[src/rtl/store_buffer.sv]
// store_buffer: MEM-stage write-back store buffer with load ordering and sync/drain; define STORE_BUF_FWD_EN to forward matching loads instead of stalling them.
module store_buffer #(
    parameter int DEPTH = 4,
    parameter int AW    = 32
) (
    input  logic                   clk_i,
    input  logic                   rst_ni,
    input  logic                   st_valid_i,
    input  logic [AW-1:0]          st_addr_i,
    input  logic [31:0]            st_data_i,
    output logic                   st_ready_o,
    input  logic                   ld_valid_i,
    input  logic [AW-1:0]          ld_addr_i,
    output logic                   ld_stall_o,
    output logic                   ld_hit_o,
    output logic [31:0]            ld_fwd_data_o,
    input  logic                   sync_req_i,
    output logic                   sync_done_o,
    output logic [AW-1:0]          mem_address_o,
    output logic [31:0]            mem_write_data_o,
    output logic                   mem_mem_write_o,
    output logic                   mem_mem_read_o,
    output logic [$clog2(DEPTH):0] count_o
);
    localparam int PW = $clog2(DEPTH);
    localparam int CW = PW + 1;
    typedef enum logic {IDLE, DRAIN} state_t;
    state_t        state_q, state_d;
    logic [AW-3:0] addr_q [DEPTH];
    logic [31:0]   data_q [DEPTH];
    logic [PW-1:0] rd_ptr_q, wr_ptr_q, idx;
    logic [CW-1:0] count_q, count_d;
    logic          sync_done_q, sync_done_d;
    logic          match, push, pop, drain;
    logic          st_unused;
`ifdef STORE_BUF_FWD_EN
    logic [31:0]   match_data;
`endif
    assign st_unused   = ^st_addr_i[1:0];
    assign count_o     = count_q;
    assign sync_done_o = sync_done_q;
    // Scan oldest to youngest so the last hit is the youngest resident store.
    always_comb begin
        match = 1'b0;
        idx   = rd_ptr_q;
`ifdef STORE_BUF_FWD_EN
        match_data = '0;
`endif
        for (int k = 0; k < DEPTH; k++) begin
            idx = rd_ptr_q + PW'(k);
            if (CW'(k) < count_q && addr_q[idx] == ld_addr_i[AW-1:2]) begin
                match = 1'b1;
`ifdef STORE_BUF_FWD_EN
                match_data = data_q[idx];
`endif
            end
        end
    end
    always_comb begin
        drain            = state_q == DRAIN;
        st_ready_o       = !drain && count_q != CW'(DEPTH);
        push             = st_valid_i && st_ready_o;
        mem_mem_read_o   = ld_valid_i && !match && !(drain && count_q != '0);
        mem_mem_write_o  = count_q != '0 && !mem_mem_read_o;
        pop              = mem_mem_write_o;
        mem_address_o    = mem_mem_write_o ? {addr_q[rd_ptr_q], 2'b00} : mem_mem_read_o ? ld_addr_i : '0;
        mem_write_data_o = mem_mem_write_o ? data_q[rd_ptr_q] : '0;
`ifdef STORE_BUF_FWD_EN
        ld_hit_o         = ld_valid_i && match && !drain;
        ld_fwd_data_o    = ld_hit_o ? match_data : '0;
        ld_stall_o       = ld_valid_i && drain;
`else
        ld_hit_o         = 1'b0;
        ld_fwd_data_o    = '0;
        ld_stall_o       = ld_valid_i && (drain || match);
`endif
        count_d          = count_q + CW'(push) - CW'(pop);
        state_d          = state_q;
        sync_done_d      = 1'b0;
        if (!drain && sync_req_i)
            state_d = DRAIN;
        else if (drain && count_q == '0) begin
            state_d     = IDLE;
            sync_done_d = 1'b1;
        end
    end
    always_ff @(posedge clk_i or negedge rst_ni) begin
        if (!rst_ni) begin
            state_q     <= IDLE;
            rd_ptr_q    <= '0;
            wr_ptr_q    <= '0;
            count_q     <= '0;
            sync_done_q <= 1'b0;
        end else begin
            state_q     <= state_d;
            rd_ptr_q    <= rd_ptr_q + PW'(pop);
            wr_ptr_q    <= wr_ptr_q + PW'(push);
            count_q     <= count_d;
            sync_done_q <= sync_done_d;
        end
    end
    always_ff @(posedge clk_i) begin
        if (push) begin
            addr_q[wr_ptr_q] <= st_addr_i[AW-1:2];
            data_q[wr_ptr_q] <= st_data_i;
        end
    end
endmodule

[config.mk]
export PLATFORM = sky130hd
export DESIGN_NAME = store_buffer
export DESIGN_NICKNAME = d
export VERILOG_FILES = /design/src/rtl/store_buffer.sv
export SDC_FILE = /design/constraint.sdc
export NUM_CORES = 1
export LEC_CHECK = 0
export CAP_MARGIN = 20
export CORE_MARGIN = 3
export CORE_UTILIZATION = 50
export DETAILED_ROUTE_END_ITERATION = 10
export PLACE_DENSITY = 0.74
export RECOVER_POWER = 25
export SLEW_MARGIN = 20
export SYNTH_ARGS = -nofsm -noshare
export SYNTH_HDL_FRONTEND = slang
export SYNTH_SLANG_ARGS = --single-unit
export TNS_END_PERCENT = 1
[constraint.sdc]
create_clock -name clk_i -period 8.4 [get_ports clk_i]
set_input_delay 2.52 -clock clk_i [delete_from_list [all_inputs] [get_ports clk_i]]
set_output_delay 2.52 -clock clk_i [all_outputs]
set_load 0.02 [all_outputs]
# [After elaboration in Yosys (flattened, before gate mapping)]
# Memory sizes are Yosys's and may differ from the RTL's.
# Index checks and enable logic that the tools add are counted.
# W data, S select, Z words.
[totals] reg_bits=9 mem_bits_rw=248 in_bits=101 output_inout_bits=105 word_cells=57 mem_count=2
[classes] n_addsub=7 magnitude_cmp=4 n_eq_ne=5 muxes=13 n_reduce_logical=21
[memory_table] name="data_q" depth=4 word_bits=32 read_ports=1 rd_clocked_by_memory_dff=0 wr=1 line_no="30" text="logic [31:0] data_q [DEPTH];"
[memory_table] name="addr_q" depth=4 word_bits=30 read_ports=4 rd_clocked_by_memory_dff=0 wr=1 line_no="29" text="logic [AW-3:0] addr_q [DEPTH];"
[op_table] cell="$eq A30 B30 Y1" count=4
[op_table] cell="$mux W32" count=3
[op_table] cell="$logic_and A1 B1 Y1" count=13
[op_table] cell="$mux W1" count=10
[op_table] cell="$lt A1 B3 Y1 const A" count=2
[op_table] cell="$lt A2 B3 Y1 const A" count=2
[op_table] cell="$add A2 B1 Y2" count=2
[op_table] cell="$add A2 B2 Y2 const B" count=2
[op_table] cell="$logic_not A1 Y1" count=4
[op_table] cell="$add A3 B1 Y3" count=1
[op_table] cell="$logic_not A3 Y1" count=1
[op_table] cell="$ne A3 B3 Y1 const B" count=1
[op_table] cell="$reduce_bool A3 Y1" count=1
[op_table] cell="$sub A3 B1 Y3" count=1
[op_table] cell="$add A2 B1 Y2 const B" count=1
[op_table] cell="$reduce_bool A2 Y1" count=1
[op_table] cell="$logic_or A1 B1 Y1" count=1

# [Longest topological paths before layout]
# An unclocked memory read counts as a cell.
[depth] word_depth=13 depth_mapped=20 mapped_depth_nobuf=15

# [Worst setup path before layout]
# OpenSTA, ideal clock, no wires.
[synth_path] path_type="input-to-reg" from="input port st_valid_i" to="memory addr_q[0][0] in the netlist's numbering (enable)" setup_time_ns=0.558 arrival_ns=6.827 path_slack_ns=1.015 path_stages=2 path_buffers=0 path_cell_list="nand2_1 > nor3_1"
[synth_between] elab_chain_cells=3
[synth_lines] item="from (decl)" line_no="8" text="input logic st_valid_i,"
[synth_lines] item="$logic_and A1 B1 Y1" line_no="62" text="push = st_valid_i && st_ready_o;"
[synth_lines] item="$mux W1" line_no="103" text="if (push) begin"
[synth_lines] item="$mux W1 (not written as such)" line_no="104" text="addr_q[wr_ptr_q] <= st_addr_i[AW-1:2];"
[synth_lines] item="to (decl)" line_no="29"
# Every way passes these cells.

# [Worst setup path after layout]
[layout_path] from="input port ld_addr_i[26]" to="output port mem_write_data_o[23]"
[layout_between] elab_chain_cells=12 elab_cells_between_ends=18
[layout_lines] item="from (decl)" line_no="13" text="input logic [AW-1:0] ld_addr_i,"
[layout_lines] item="$eq A30 B30 Y1" line_no="51" text="if (CW'(k) < count_q && addr_q[idx] == ld_addr_i[AW-1:2]) begin"
[layout_lines] item="$logic_and A1 B1 Y1" line_no="51"
[layout_lines] item="$mux W1 (3 in series)" line_no="51"
[layout_lines] item="$mux W1 (*)" line_no="51"
[layout_lines] item="$logic_not A1 Y1 (*)" line_no="63" text="mem_mem_read_o = ld_valid_i && !match && !(drain && count_q != '0);"
[layout_lines] item="$logic_and A1 B1 Y1 (*) (2 in series)" line_no="63"
[layout_lines] item="$logic_not A1 Y1 (*)" line_no="64" text="mem_mem_write_o = count_q != '0 && !mem_mem_read_o;"
[layout_lines] item="$logic_and A1 B1 Y1 (*)" line_no="64"
[layout_lines] item="$mux W32 (*)" line_no="67" text="mem_write_data_o = mem_mem_write_o ? data_q[rd_ptr_q] : '0;"
[layout_lines] item="to (decl)" line_no="20" text="output logic [31:0] mem_write_data_o,"
# Every way passes the cells marked *; elsewhere a longest branch is shown, timed or not.

==> metrics.txt <==
outcome finished clean; initial core utilization 0.5153; Reg clk slew, reported paths around 0.05 ns; Syn-to-layout area delta 22.53%; largest cells by area after synthesis edfxtp_1 51%, mux4_2 13%, mux2i_1 6.9%; core box area approximately 28000 um^2; post-synthesis sequential area ratio 0.5273; Chip Height roughly 180 um; drt pass-1 iters 7; # H-tree levels 1; Placed Cells incl. Taps 1530; max_slew headroom 0.2895; area of the multi-input gates ~6300 um^2; share of cells above drive strength 1 0.2356; Final Wtd Congestion 0.9433; worst path required time between 5 and 6 ns; grt total ovfl 0; Net Switching approximately 0.0023 W; Clock Skews around 0.011 ns; clk buf depth 3; Hold-fix buffers, CTS 0; leak pwr about 6.6 nW; Storage cell area 7680 um^2; Seq cells post-synth around 260; Post-DRT Antenna Nets 0; Synth Instances between 900 and 1000; Nets 1292; Die Width between 150 and 200 um; total power draw between 0.005 and 0.006 W; Gate power share 0.546; Data arrival, critical path just under 6 ns; initial antenna violation count 6; YS warnings 0; final WL roughly 37000 um; actual slew at the worst max-slew pin 1.039 ns; ys async rst share 0.03502; Via density just under 6; CTS root buf clkbuf_16; Hold Fails Final Rpt 0; clock share of power 0.182; Synth Flop Type edfxtp_1; dpl hpwl roughly 26000 um; Max Fanout on Critical Path 11; CTS tree built; Sw Ratio 0.3820; die area slightly above 30000 um^2; number of synthesized flops with an enable pin about 250; number of port buffers 170; Setup WS pre-CTS -0.4997 ns; Synth cell types 57; worst vdd ir about 240 uV; Pwr Density roughly 330 nW/um^2; CP Launch Type input port; Post-synth top cells 248 x edfxtp_1, 100 x mux2i_1, 83 x mux4_2; # DRC 0; Final Non-Filler Cells roughly 1600; routed vias approximately 9300; internal cell power ~0.0037 W; clock latency on the worst-skew pair between 0.5 and 0.6 ns; Initial DRC Count roughly 840; final setup fails 0; Fillers between 2000 and 2500; largest area contributor in the netlist edfxtp_1; Rows between 60 and 70; Syn Area/Cell 14.96 um^2; Crit Path Class in2out; IO Count 206; GRT Total Usage 0.2334; mapped cell area 14550 um^2; setup slack after layout around 0.027 ns; minimum clock period roughly 8.4 ns; Flop pwr share 0.272; Final period util 0.9968; global-route wire length before repair roughly 55000 um; Crit. End Element output pin; most common cell in the synthesized netlist edfxtp_1; worst hold path class reg2reg; Max Cap Viol 0; Max Slew Vio Count 0; vias in the first global route between 9000 and 10000; sinks on the clock net 257; DR WL/cell around 23 um; top-area cell type share of the netlist area 0.5118; largest net degree at the start of global routing 74; Peak Freq 119.4 MHz; Num CTS Buffers 28
-- worst max-delay path, cell delays in order --
cell	delay (ns)
clkdlybuf4s50_1	0.46
buf_4	0.18
xnor2_1	0.30
nand4_1	0.23
nor4_1	0.53
nand4_1	0.26
o31ai_4	0.13
a2111oi_4	0.14
buf_4	0.26
nor3b_2	0.17
clkdlybuf4s50_1	0.64
-- per-stage QoR --
stage	hold WS, ns	TNS [ns]	util	instance area (um^2)
after CTS	0.6066	-0.08263	0.6281	17740
after detailed placement	0.5941	-9.880	0.5999	16940
after global placement	0.5870	-19.44	0.5995	16930
final	0.6212	0	0.6314	17830
after global routing	0.6419	-0.007669	0.6314	17830
after floorplan	0.4883	0	-	14670
-- cells in the final DEF, fill, tap and decap left out, types with 17 or more instances in the layout --
master,instances
xnor2_1,74
dlymetal6s2s_1,26
nor3b_2,32
inv_1,19
clkdlybuf4s50_1,82
mux4_2,83
mux2i_1,99
nand2_1,28
xor2_1,30
edfxtp_1,248
nor2b_1,28
buf_4,83
clkbuf_16,28
dlygate4sd2_1,17
dlygate4sd3_1,37
conb_1,33
a21oi_1,21
-- cell families (layout without fill, tap and decap cells) --
family / count (synthesis) / in the layout / synth area share
flops: 257 / 257 / 0.5273
other cells: 1 / 35 / 0.0002577
simple gates: 165 / 165 / 0.07764
xor+xnor: 104 / 104 / 0.06260
buf+inv: 131 / 327 / 0.05331
mux: 213 / 213 / 0.2236
compound gates: 95 / 95 / 0.04884
fa+ha+maj: 7 / 7 / 0.006535
-- area by class of cell --
| cell class | instances | share of cell area |
|---|---|---|
| sequential | 257 | 0.4307 |
| multi-input combinational | 617 | 0.3528 |
| timing repair buffer | 260 | 0.1402 |
| clock buffer | 38 | 0.04140 |
| tap | 378 | 0.02653 |
| inverter | 20 | 0.004211 |
| clock inverter | 9 | 0.003860 |
| antenna | 2 | 0.0002807 |
-- power groups by stage --
stage / combinational (W) / sequential [W] / clock [W]
2_1_floorplan: 0.00226 / 0.00160 / 0
3_3_place_gp: 0.00329 / 0.00163 / 0
3_5_place_dp: 0.00331 / 0.00164 / 0
4_1_cts: 0.00328 / 0.00162 / 0.00110
5_1_grt: 0.00346 / 0.00163 / 0.00115
6_report: 0.00325 / 0.00162 / 0.00108
-- metal layers --
| layer | routed length [um] | track usage | vias to the layer above | part of all wire |
|---|---|---|---|---|
| li1 | - | - | 4154 | - |
| met1 | 14440 | 0.3080 | 4627 | 0.39 |
| met2 | 17910 | 0.3834 | 406 | 0.49 |
| met3 | 3120 | 0.05484 | 80 | 0.084 |
| met4 | 1400 | 0.07987 | 8 | 0.038 |
| met5 | 52 | 0 | - | 0.0014 |
-- worst paths after layout --
path	from	to	slack (ns)	cells after the start
max	ld_addr_i[26]	mem_write_data_o[23]	0.03	11
min	wr_ptr_q[1]$_DFF_PN0_	wr_ptr_q[1]$_DFF_PN0_	0.62	1
max reg2reg	rd_ptr_q[0]$_DFF_PN0_	count_o[2]$_DFF_PN0_	3.57	16
min reg2reg	wr_ptr_q[1]$_DFF_PN0_	wr_ptr_q[1]$_DFF_PN0_	0.62	1
max in group asynchronous	rst_ni	rd_ptr_q[1]$_DFF_PN0_	5.71	1
min in group asynchronous	rst_ni	wr_ptr_q[0]$_DFF_PN0_	2.35	1
-- state kept, by name, summed over array words and instances, names as in the netlist --
name         count
addr_q         120
count_o          3
data_q         128
drain            1
rd_ptr_q         2
sync_done_o      1
wr_ptr_q         2
-- repair_timing --
| item | in CTS | in global routing |
|---|---|---|
| setup buffers | 0 | 2 |
| pin swaps | 1 | 2 |
| setup endpoints to repair | 64 | 44 |
| resized for setup | 27 | 42 |
(Power assumes the default switching activity.)
